--- config.mk ---
export PLATFORM = sky130hd
export DESIGN_NAME = div_sequencer
export DESIGN_NICKNAME = d
export VERILOG_FILES = /design/src/rtl/div_sequencer.sv
export SDC_FILE = /design/constraint.sdc
export NUM_CORES = 1
export LEC_CHECK = 0
export ABC_AREA = 0
export CORE_ASPECT_RATIO = 0.5
export CORE_MARGIN = 5
export CORE_UTILIZATION = 40
export CTS_BUF_LIST = sky130_fd_sc_hd__clkbuf_8
export CTS_CLUSTER_SIZE = 40
export DETAILED_ROUTE_END_ITERATION = 8
export SLEW_MARGIN = 20
export SYNTH_ARGS = -nofsm -noshare
export SYNTH_HDL_FRONTEND = slang
export SYNTH_SLANG_ARGS = --single-unit
--- constraint.sdc ---
create_clock -name clk -period 3.7 [get_ports clk]
set_input_delay 1.11 -clock clk [delete_from_list [all_inputs] [get_ports clk]]
set_output_delay 1.11 -clock clk [all_outputs]
set_load 0.02 [all_outputs]
--- src/rtl/div_sequencer.sv ---
// div_sequencer: restoring shift-subtract divider, one quotient bit per cycle.
// Optional early-out for trivial operands when DIV_EARLY_OUT_EN is defined.
`ifndef DATA_WIDTH
`define DATA_WIDTH 32
`endif

module div_sequencer #(
    parameter int WIDTH     = `DATA_WIDTH,
    parameter int CNT_WIDTH = 6
) (
    input  logic             clk,
    input  logic             reset,
    input  logic             inValid,
    output logic             inReady,
    input  logic [WIDTH-1:0] aOperand,
    input  logic [WIDTH-1:0] bOperand,
    input  logic             unsignedEn,
    output logic             outValid,
    input  logic             outReady,
    output logic [WIDTH-1:0] divResult,
    output logic [WIDTH-1:0] remResult,
    output logic             busy
);

    typedef enum logic [1:0] {
        IDLE,
        ITERATE,
        FIXUP,
        DONE
    } state_t;

    state_t               r_state;
    logic [WIDTH-1:0]     r_rem;
    logic [WIDTH-1:0]     r_quo;
    logic [WIDTH-1:0]     r_absB;
    logic [WIDTH-1:0]     r_rawA;
    logic [WIDTH-1:0]     r_divResult;
    logic [WIDTH-1:0]     r_remResult;
    logic                 r_negQ;
    logic                 r_negR;
    logic                 r_divZero;
    logic                 r_outValid;
    logic [CNT_WIDTH-1:0] r_cnt;

    logic                 w_sgn;
    logic                 w_accept;
    logic                 w_early;
    logic [WIDTH-1:0]     w_absA;
    logic [WIDTH-1:0]     w_absB;
    logic [WIDTH:0]       w_shRem;
    logic [WIDTH:0]       w_trial;

    assign w_sgn    = !unsignedEn;
    assign w_accept = inValid && (r_state == IDLE);
    assign w_absA   = (w_sgn && aOperand[WIDTH-1]) ? -aOperand : aOperand;
    assign w_absB   = (w_sgn && bOperand[WIDTH-1]) ? -bOperand : bOperand;

    // Partial remainder with the next dividend bit shifted in; the extra
    // top bit makes the borrow of the trial subtract visible.
    assign w_shRem  = {r_rem, r_quo[WIDTH-1]};
    assign w_trial  = w_shRem - {1'b0, r_absB};

`ifdef DIV_EARLY_OUT_EN
    assign w_early  = (bOperand == '0) || (w_absA < w_absB);
`else
    assign w_early  = 1'b0;
`endif

    assign inReady   = (r_state == IDLE);
    assign busy      = (r_state != IDLE);
    assign outValid  = r_outValid;
    assign divResult = r_divResult;
    assign remResult = r_remResult;

    // Sequencer: latch operands, iterate, sign-fix, then hold until taken.
    always_ff @(posedge clk) begin
        if (reset) begin
            r_state     <= IDLE;
            r_outValid  <= 1'b0;
            r_divResult <= '0;
            r_remResult <= '0;
            r_cnt       <= '0;
            r_rem       <= '0;
            r_quo       <= '0;
            r_absB      <= '0;
            r_rawA      <= '0;
            r_negQ      <= 1'b0;
            r_negR      <= 1'b0;
            r_divZero   <= 1'b0;
        end else begin
            case (r_state)
                IDLE: begin
                    if (w_accept) begin
                        r_absB    <= w_absB;
                        r_rawA    <= aOperand;
                        r_negQ    <= w_sgn && (aOperand[WIDTH-1] ^ bOperand[WIDTH-1]);
                        r_negR    <= w_sgn && aOperand[WIDTH-1];
                        r_divZero <= (bOperand == '0);
                        r_cnt     <= CNT_WIDTH'(WIDTH);
                        if (w_early) begin
                            r_quo   <= '0;
                            r_rem   <= w_absA;
                            r_state <= FIXUP;
                        end else begin
                            r_quo   <= w_absA;
                            r_rem   <= '0;
                            r_state <= ITERATE;
                        end
                    end
                end
                ITERATE: begin
                    if (w_trial[WIDTH]) begin
                        r_rem <= w_shRem[WIDTH-1:0];
                    end else begin
                        r_rem <= w_trial[WIDTH-1:0];
                    end
                    r_quo <= {r_quo[WIDTH-2:0], ~w_trial[WIDTH]};
                    r_cnt <= r_cnt - CNT_WIDTH'(1);
                    if (r_cnt == CNT_WIDTH'(1)) begin
                        r_state <= FIXUP;
                    end
                end
                FIXUP: begin
                    if (r_divZero) begin
                        r_divResult <= '1;
                        r_remResult <= r_rawA;
                    end else begin
                        r_divResult <= r_negQ ? -r_quo : r_quo;
                        r_remResult <= r_negR ? -r_rem : r_rem;
                    end
                    r_state <= DONE;
                end
                DONE: begin
                    if (r_outValid && outReady) begin
                        r_outValid <= 1'b0;
                        r_state    <= IDLE;
                    end else begin
                        r_outValid <= 1'b1;
                    end
                end
                default: r_state <= IDLE;
            endcase
        end
    end

endmodule

==> results of run 1 <==
## area by class of cell
cell class / instances / area, µm² / share of cell area
clock buffer: 37 / 509.2 / 0.03384
clock inverter: 19 / 82.58 / 0.005487
inverter: 66 / 247.7 / 0.01646
multi-input combinational: 1272 / 7823 / 0.5198
sequential: 204 / 4086 / 0.2715
tap: 423 / 529.3 / 0.03517
timing repair buffer: 188 / 1772 / 0.1177
## path summary, 6_finish.rpt
| kind | from | cells after the start | to |
|---|---|---|---|
| hold / removal | r_rawA[26] | 2 | r_rawA[26] |
| hold reg to reg | r_rawA[26] | 2 | r_rawA[26] |
| setup / recovery | r_rem[26] | 10 | r_rem[7] |
| setup reg to reg | r_rem[26] | 10 | r_rem[7] |
## power by group through the flow
stage | clock [mW] | combinational (mW) | sequential, mW
5_1_grt | 1.99 | 4.46 | 3.19
4_1_cts | 1.90 | 4.03 | 3.12
6_report | 1.84 | 4.02 | 3.12
3_5_place_dp | 0 | 4.02 | 3.16
3_3_place_gp | 0 | 3.94 | 3.13
2_1_floorplan | 0 | 2.65 | 3.22
## kinds of logic (layout without fill, tap and decap cells)
family,Yosys count,count (layout)
multiplexers,46,46
AND/OR/NAND/NOR,582,582
flip-flops,204,204
buffers and inverters,165,310
AO/OA/AOI/OAI,465,465
XOR/XNOR,136,136
adder cells (fa/ha/maj),43,43
## cell usage in the layout (no fill, tap or decap), types with 7 or more instances in the layout
cell type / instances
nand3_1: 19
clkdlybuf4s50_1: 134
nand2b_1: 26
nor4_1: 12
clkbuf_8: 37
nand2_1: 245
nor2_1: 160
a21o_1: 16
ha_1: 41
o22ai_1: 8
mux2i_1: 45
xor2_1: 69
or4_1: 14
o31ai_1: 22
inv_1: 80
buf_4: 52
nor3_1: 33
xnor2_1: 67
a211oi_1: 63
a2bb2oi_1: 8
nor2b_1: 7
o21ai_0: 107
a311oi_1: 8
a21oi_1: 152
dfxtp_1: 202
or3_1: 17
o211ai_1: 20
o41ai_1: 7
and2_1: 7
a31oi_1: 11
## sequential cells by signal, indices dropped and copies added (netlist names)
signal and flops:
r_rawA 32, r_negQ 1, r_state 2, r_rem 32
outValid 1, r_absB 32, r_divZero 1, remResult 32
r_quo 32, r_negR 1, divResult 32, r_cnt 6
## metal layers
metal  wire (µm)  vias to the layer above
li1            -                     6029
met1       18690                     5434
met2       15890                      238
met3        1619                       43
met4         696                        0
met5           0                        -
## cell usage after synthesis, types with 17 or more instances
cell type / number / area, µm²
a211oi_1: 63 / 473.0
a21oi_1: 153 / 765.7
clkbuf_1: 82 / 307.8
dfxtp_1: 204 / 4084
ha_1: 42 / 525.5
inv_1: 65 / 244.0
mux2i_1: 45 / 450.4
nand2_1: 245 / 919.6
nand2b_1: 26 / 162.7
nand3_1: 19 / 95.09
nor2_1: 160 / 600.6
nor3_1: 33 / 165.2
o211ai_1: 20 / 150.1
o21ai_0: 107 / 535.5
o31ai_1: 22 / 165.2
or3_1: 17 / 106.4
xnor2_1: 67 / 586.8
xor2_1: 69 / 604.3
## worst max-delay path, cell delays in order (launching register included)
cell and delay (ns):
dfxtp_1 0.36, ha_1 0.45, a21oi_1 0.23, o21ai_0 0.20, nor2b_1 0.19, o32ai_1 0.51
mux2_2 0.43, a311oi_4 0.34, buf_12 0.27, mux2i_1 0.22, o21ai_0 0.10
==> flow_metrics.env, run 1 <==
export IMPL_ys_seq_area_frac=0.3264
export IMPL_worst_r2r_setup_slack_ns=0.26
export IMPL_top_usage_layer="met2"
export IMPL_layout_drive_gt1_share=0.07055
export IMPL_numCtsBuffers=31
export IMPL_drcViolationCount=0
export IMPL_clkTransAtPathRegs_ns=0.07
export IMPL_start_util=0.4092
export IMPL_hold_class="reg2reg"
export IMPL_synthAdderAreaFrac=0.04360
export IMPL_synth_top_family_by_area="compound AO/OA/AOI/OAI gates"
export IMPL_grt_overflow_total=0
export IMPL_vdd_drop_max_v=0.0003170
export IMPL_htree_levels=1
export IMPL_crit_arrival_ns=3.91
export IMPL_grt_usage=0.2027
export IMPL_clock_skew_ns=0.02976
export IMPL_n_antenna_cell=0
export IMPL_cp_end_kind="flip-flop"
export IMPL_grt_max_degree=96
export IMPL_place_congestion=0.8966
export IMPL_die_area_mm2=0.03513
export IMPL_syn_inst=1641
export IMPL_vias=11744
export IMPL_cts_root_buffer="clkbuf_8"
export IMPL_hold_slack_ns=0.4597
export IMPL_fp_dieW_um=260.1
export IMPL_clock_power_share=0.205
export IMPL_swShare=0.4233
export IMPL_placed_area_mm2=0.01446
export IMPL_routed_via_density=5.316
export IMPL_use_met1=0.3003
export IMPL_cts_sinks=204
export IMPL_cp_max_fo=33
export IMPL_yosys_area_share_simple=0.2132
export IMPL_die_h_um=135.1
export IMPL_postCtsHoldBufs=0
export IMPL_finalHoldViolCount=0
export IMPL_pre_cts_slack_ns=-0.1441
export IMPL_cts_tree="built"
export IMPL_status="complete, no violations"
export IMPL_synth_warnings=0
export IMPL_portBuffers=135
export IMPL_setup_viol=0
export IMPL_p_switching_mw=3.802
export IMPL_fmax_mhz=290.8
export IMPL_num_fill_cells=3020
export IMPL_powerDensity_mw_per_mm2=596.9
export IMPL_cap_violations=0
export IMPL_finish_utilization=0.4922
export IMPL_relSlewSlack=0.4103
export IMPL_final_cell_area_mm2=0.01505
export IMPL_leakage_nw=5.645
export IMPL_synth_cell_types=74
export IMPL_ys_flop_type="dfxtp_1"
export IMPL_synth_mux_area_frac=0.03690
export IMPL_rsz0062_at_grt="false"
export IMPL_netlist_area_mm2=0.01251
export IMPL_coreArea_mm2=0.03057
export IMPL_p_int_mw=5.180
export IMPL_cts_max_path_buffers=3
export IMPL_final_cells=2209
export IMPL_insertion_delay_ns=0.62
export IMPL_worstSetupStartpointType="flip-flop"
export IMPL_synth_edff_count=0
export IMPL_async_reset_ff_frac=0
export IMPL_ios=136
export IMPL_rows=45
export IMPL_synthXorXnorAreaFrac=0.09520
export IMPL_period_share=0.9294
export IMPL_power_frac_seq=0.347
export IMPL_ys_ff_latch=204
export IMPL_antenna_left=0
export IMPL_cts_setup_buffers=0
export IMPL_grt_use_met3=0.02933
export IMPL_synth_nets=1753
export IMPL_synth_compound_area_frac=0.2342
export IMPL_maxSlewViolCount=0
export IMPL_wirelength_mm=36.90
export IMPL_crit_required_ns=4.17
export IMPL_dp_cells=2153
export IMPL_initialDrtViolationCount=826
export IMPL_pwr_share_comb=0.448
export IMPL_area_growth_syn_to_layout_pct=20.28
export IMPL_setup_worst_path_class="reg2reg"
export IMPL_finalWorstPathRequiredPeriod_ns=3.439
export IMPL_firstDrtPassIters=4
export IMPL_grt_pass1_wl_mm=59.11
export IMPL_antenna_found_initial=0
export IMPL_num_nets_final=1875
export IMPL_setup_slack_ns=0.2614
export IMPL_cts_repair_resized=0
export IMPL_avgSynthCellArea_um2=7.625
export IMPL_grt_pass1_vias=11016
export IMPL_power_total_mw=8.983
export IMPL_tightest_slew_ns=0.8813
export IMPL_fin_setup_tns_ns=0
export IMPL_grtUsageMet2=0.3147
export IMPL_wl_per_cell_um=16.70
export IMPL_place_hpwl_mm=27.71
No activity file was read; power rests on OpenSTA's default activity.
==> run 2: changes to the inputs <==
--- a/config.mk
+++ b/config.mk
@@ -12,6 +12,7 @@
 export CTS_BUF_LIST = sky130_fd_sc_hd__clkbuf_8
 export CTS_CLUSTER_SIZE = 40
 export DETAILED_ROUTE_END_ITERATION = 8
+export GPL_TIMING_DRIVEN = 0
 export SLEW_MARGIN = 20
 export SYNTH_ARGS = -nofsm -noshare
 export SYNTH_HDL_FRONTEND = slang
==> constraint.sdc (replaced) <==
create_clock -name clk -period 2.9 [get_ports clk]
set_input_delay 0.87 -clock clk [delete_from_list [all_inputs] [get_ports clk]]
set_output_delay 0.87 -clock clk [all_outputs]
set_load 0.02 [all_outputs]
==> run 2 against run 1 <==
Against the previous run: the run now ends with setup timing left; flip-flop and latch count unchanged; design area increased by 7.8%; hold slack improved by 0.00051 ns; clock power increased by 53%.
==> flow_metrics.env, run 2 (same netlist as run 1, synthesis figures left out) <==
export IMPL_worst_r2r_setup_slack_ns=-0.001
export IMPL_layout_drive_gt1_share=0.1313
export IMPL_rows=45
export IMPL_coreArea_mm2=0.03057
export IMPL_fmax_mhz=344.7
export IMPL_fp_dieW_um=260.1
export IMPL_initialDrtViolationCount=904
export IMPL_layout_common_cells="nand2_1, dfxtp_1, nor2_1"
export IMPL_cts_sinks=204
export IMPL_grt_usage=0.2235
export IMPL_status="finished, violations left"
export IMPL_crit_arrival_ns=3.31
export IMPL_violations="setup timing"
export IMPL_powerDensity_mw_per_mm2=769.3
export IMPL_antenna_left=0
export IMPL_final_cell_area_mm2=0.01623
export IMPL_grt_pass1_wl_mm=63.52
export IMPL_vdd_drop_max_v=0.0002443
export IMPL_relSlewSlack=0.3678
export IMPL_die_area_mm2=0.03513
export IMPL_insertion_delay_ns=0.55
export IMPL_period_share=1.000
export IMPL_cp_max_fo=7
export IMPL_placed_area_mm2=0.01447
export IMPL_drcViolationCount=0
export IMPL_postCtsHoldBufs=0
export IMPL_grt_overflow_total=0
export IMPL_setup_worst_path_class="reg2reg"
export IMPL_ios=136
export IMPL_worstSetupStartpointType="flip-flop"
export IMPL_maxSlewViolCount=0
export IMPL_rsz0062_at_grt="true"
export IMPL_hold_class="reg2reg"
export IMPL_cts_root_buffer="clkbuf_8"
export IMPL_tightest_slew_ns=0.9483
export IMPL_firstDrtPassIters=5
export IMPL_area_growth_syn_to_layout_pct=29.69
export IMPL_crit_required_ns=3.31
export IMPL_vias=12117
export IMPL_htree_levels=2
export IMPL_grt_pass1_vias=11567
export IMPL_start_util=0.4092
export IMPL_leakage_nw=5.919
export IMPL_setup_viol=2
export IMPL_portBuffers=134
export IMPL_clock_skew_ns=0.01443
export IMPL_antenna_found_initial=2
export IMPL_place_congestion=0.9648
export IMPL_fin_setup_tns_ns=-0.001331
export IMPL_routed_via_density=5.273
export IMPL_wl_per_cell_um=17.98
export IMPL_power_total_mw=12.48
export IMPL_finish_utilization=0.5308
export IMPL_clkTransAtPathRegs_ns=0.06
export IMPL_finalHoldViolCount=0
export IMPL_numCtsBuffers=34
export IMPL_wirelength_mm=41.33
export IMPL_setup_slack_ns=-0.001271
export IMPL_place_hpwl_mm=31.19
export IMPL_cp_end_kind="flip-flop"
export IMPL_cts_tree="built"
export IMPL_grt_max_degree=11
export IMPL_finalWorstPathRequiredPeriod_ns=2.901
export IMPL_cts_max_path_buffers=3
export IMPL_num_nets_final=1964
export IMPL_final_common_cell="nand2_1"
export IMPL_cap_violations=0
export IMPL_die_h_um=135.1
## run 2: cell types whose count changed in the layout (fill, tap and decap cells not counted), moves of 9 or more
cell | previous run | this run
a21oi_1 | 152 | 139
buf_1 | 0 | 11
buf_4 | 52 | 36
clkbuf_1 | 0 | 73
clkbuf_8 | 37 | 46
dfxtp_1 | 202 | 174
dfxtp_2 | 2 | 18
dfxtp_4 | 0 | 12
ha_1 | 41 | 26
ha_4 | 0 | 9
inv_1 | 80 | 65
o21ai_0 | 107 | 82
o21ai_1 | 1 | 21
## run 2: where the power goes
part	internal [mW]	switching [mW]	total (mW)	leakage (nW)
combinational	2.25	3.45	5.70	3.84
sequential	3.43	0.535	3.97	1.68
clock	1.57	1.25	2.82	0.395
total	7.25	5.24	12.5	5.92
## run 2: critical path, stage by stage, from the launching register on
cell	delay, ns
dfxtp_2	0.33
inv_4	0.10
ha_2	0.21
fa_2	0.21
nand2b_4	0.15
a21oi_4	0.07
o21a_1	0.20
a21o_1	0.22
o2111a_2	0.29
a311oi_4	0.27
buf_6	0.16
buf_12	0.15
clkbuf_16	0.16
mux2i_1	0.18
o21ai_1	0.07
## run 2: what timing repair did
item	4_1_cts	5_1_grt
buffers inserted	10	30
gates cloned	0	3
pin swaps	6	35
endpoints found under the setup margin	83	82
resized for setup	75	139
## run 2: stage by stage
stage	setup WS [ns]	hold WS, ns	instances
finish	-0.001271	0.4602	2298
CTS	-0.01037	0.4560	2265
floorplan	-0.1145	0.4319	1641
global route	-0.08606	0.4782	2298
global placement	-1.498	0.4455	2198
detailed placement	-0.9695	0.4490	2199
## run 2: routing by layer
layer | global-route usage | routed length (µm) | share of wire | vias up
li1 | - | - | - | 6202
met1 | 0.3109 | 20110 | 0.49 | 5574
met2 | 0.3586 | 18200 | 0.44 | 277
met3 | 0.04297 | 2183 | 0.053 | 64
met4 | 0.05744 | 834 | 0.020 | 0
met5 | 0 | 0 | 0 | -
## run 2: area by class of cell
type | instances | area (µm²)
fill | 2997 | 14350
multi-input combinational | 1272 | 8368
sequential | 204 | 4151
timing repair buffer | 178 | 1743
clock buffer | 45 | 619.3
tap | 423 | 529.3
buffer | 96 | 445.4
inverter | 66 | 250.2
clock inverter | 13 | 117.6
antenna | 1 | 2.502
## run 2: final timing paths
path | cells after the start | from | to
worst max-delay path | 14 | r_quo[31] | r_rem[6]
worst max register to register | 14 | r_quo[31] | r_rem[6]
worst min-delay path | 2 | r_rawA[30] | r_rawA[30]
worst min register to register | 2 | r_rawA[30] | r_rawA[30]
==> run 3: changes to the inputs <==
--- a/config.mk
+++ b/config.mk
@@ -6,6 +6,7 @@
 export NUM_CORES = 1
 export LEC_CHECK = 0
 export ABC_AREA = 0
+export CAP_MARGIN = 20
 export CORE_ASPECT_RATIO = 0.5
 export CORE_MARGIN = 5
 export CORE_UTILIZATION = 40
==> results of run 3 <==
Final layout, timing and power as in run 2 (identical DEF).
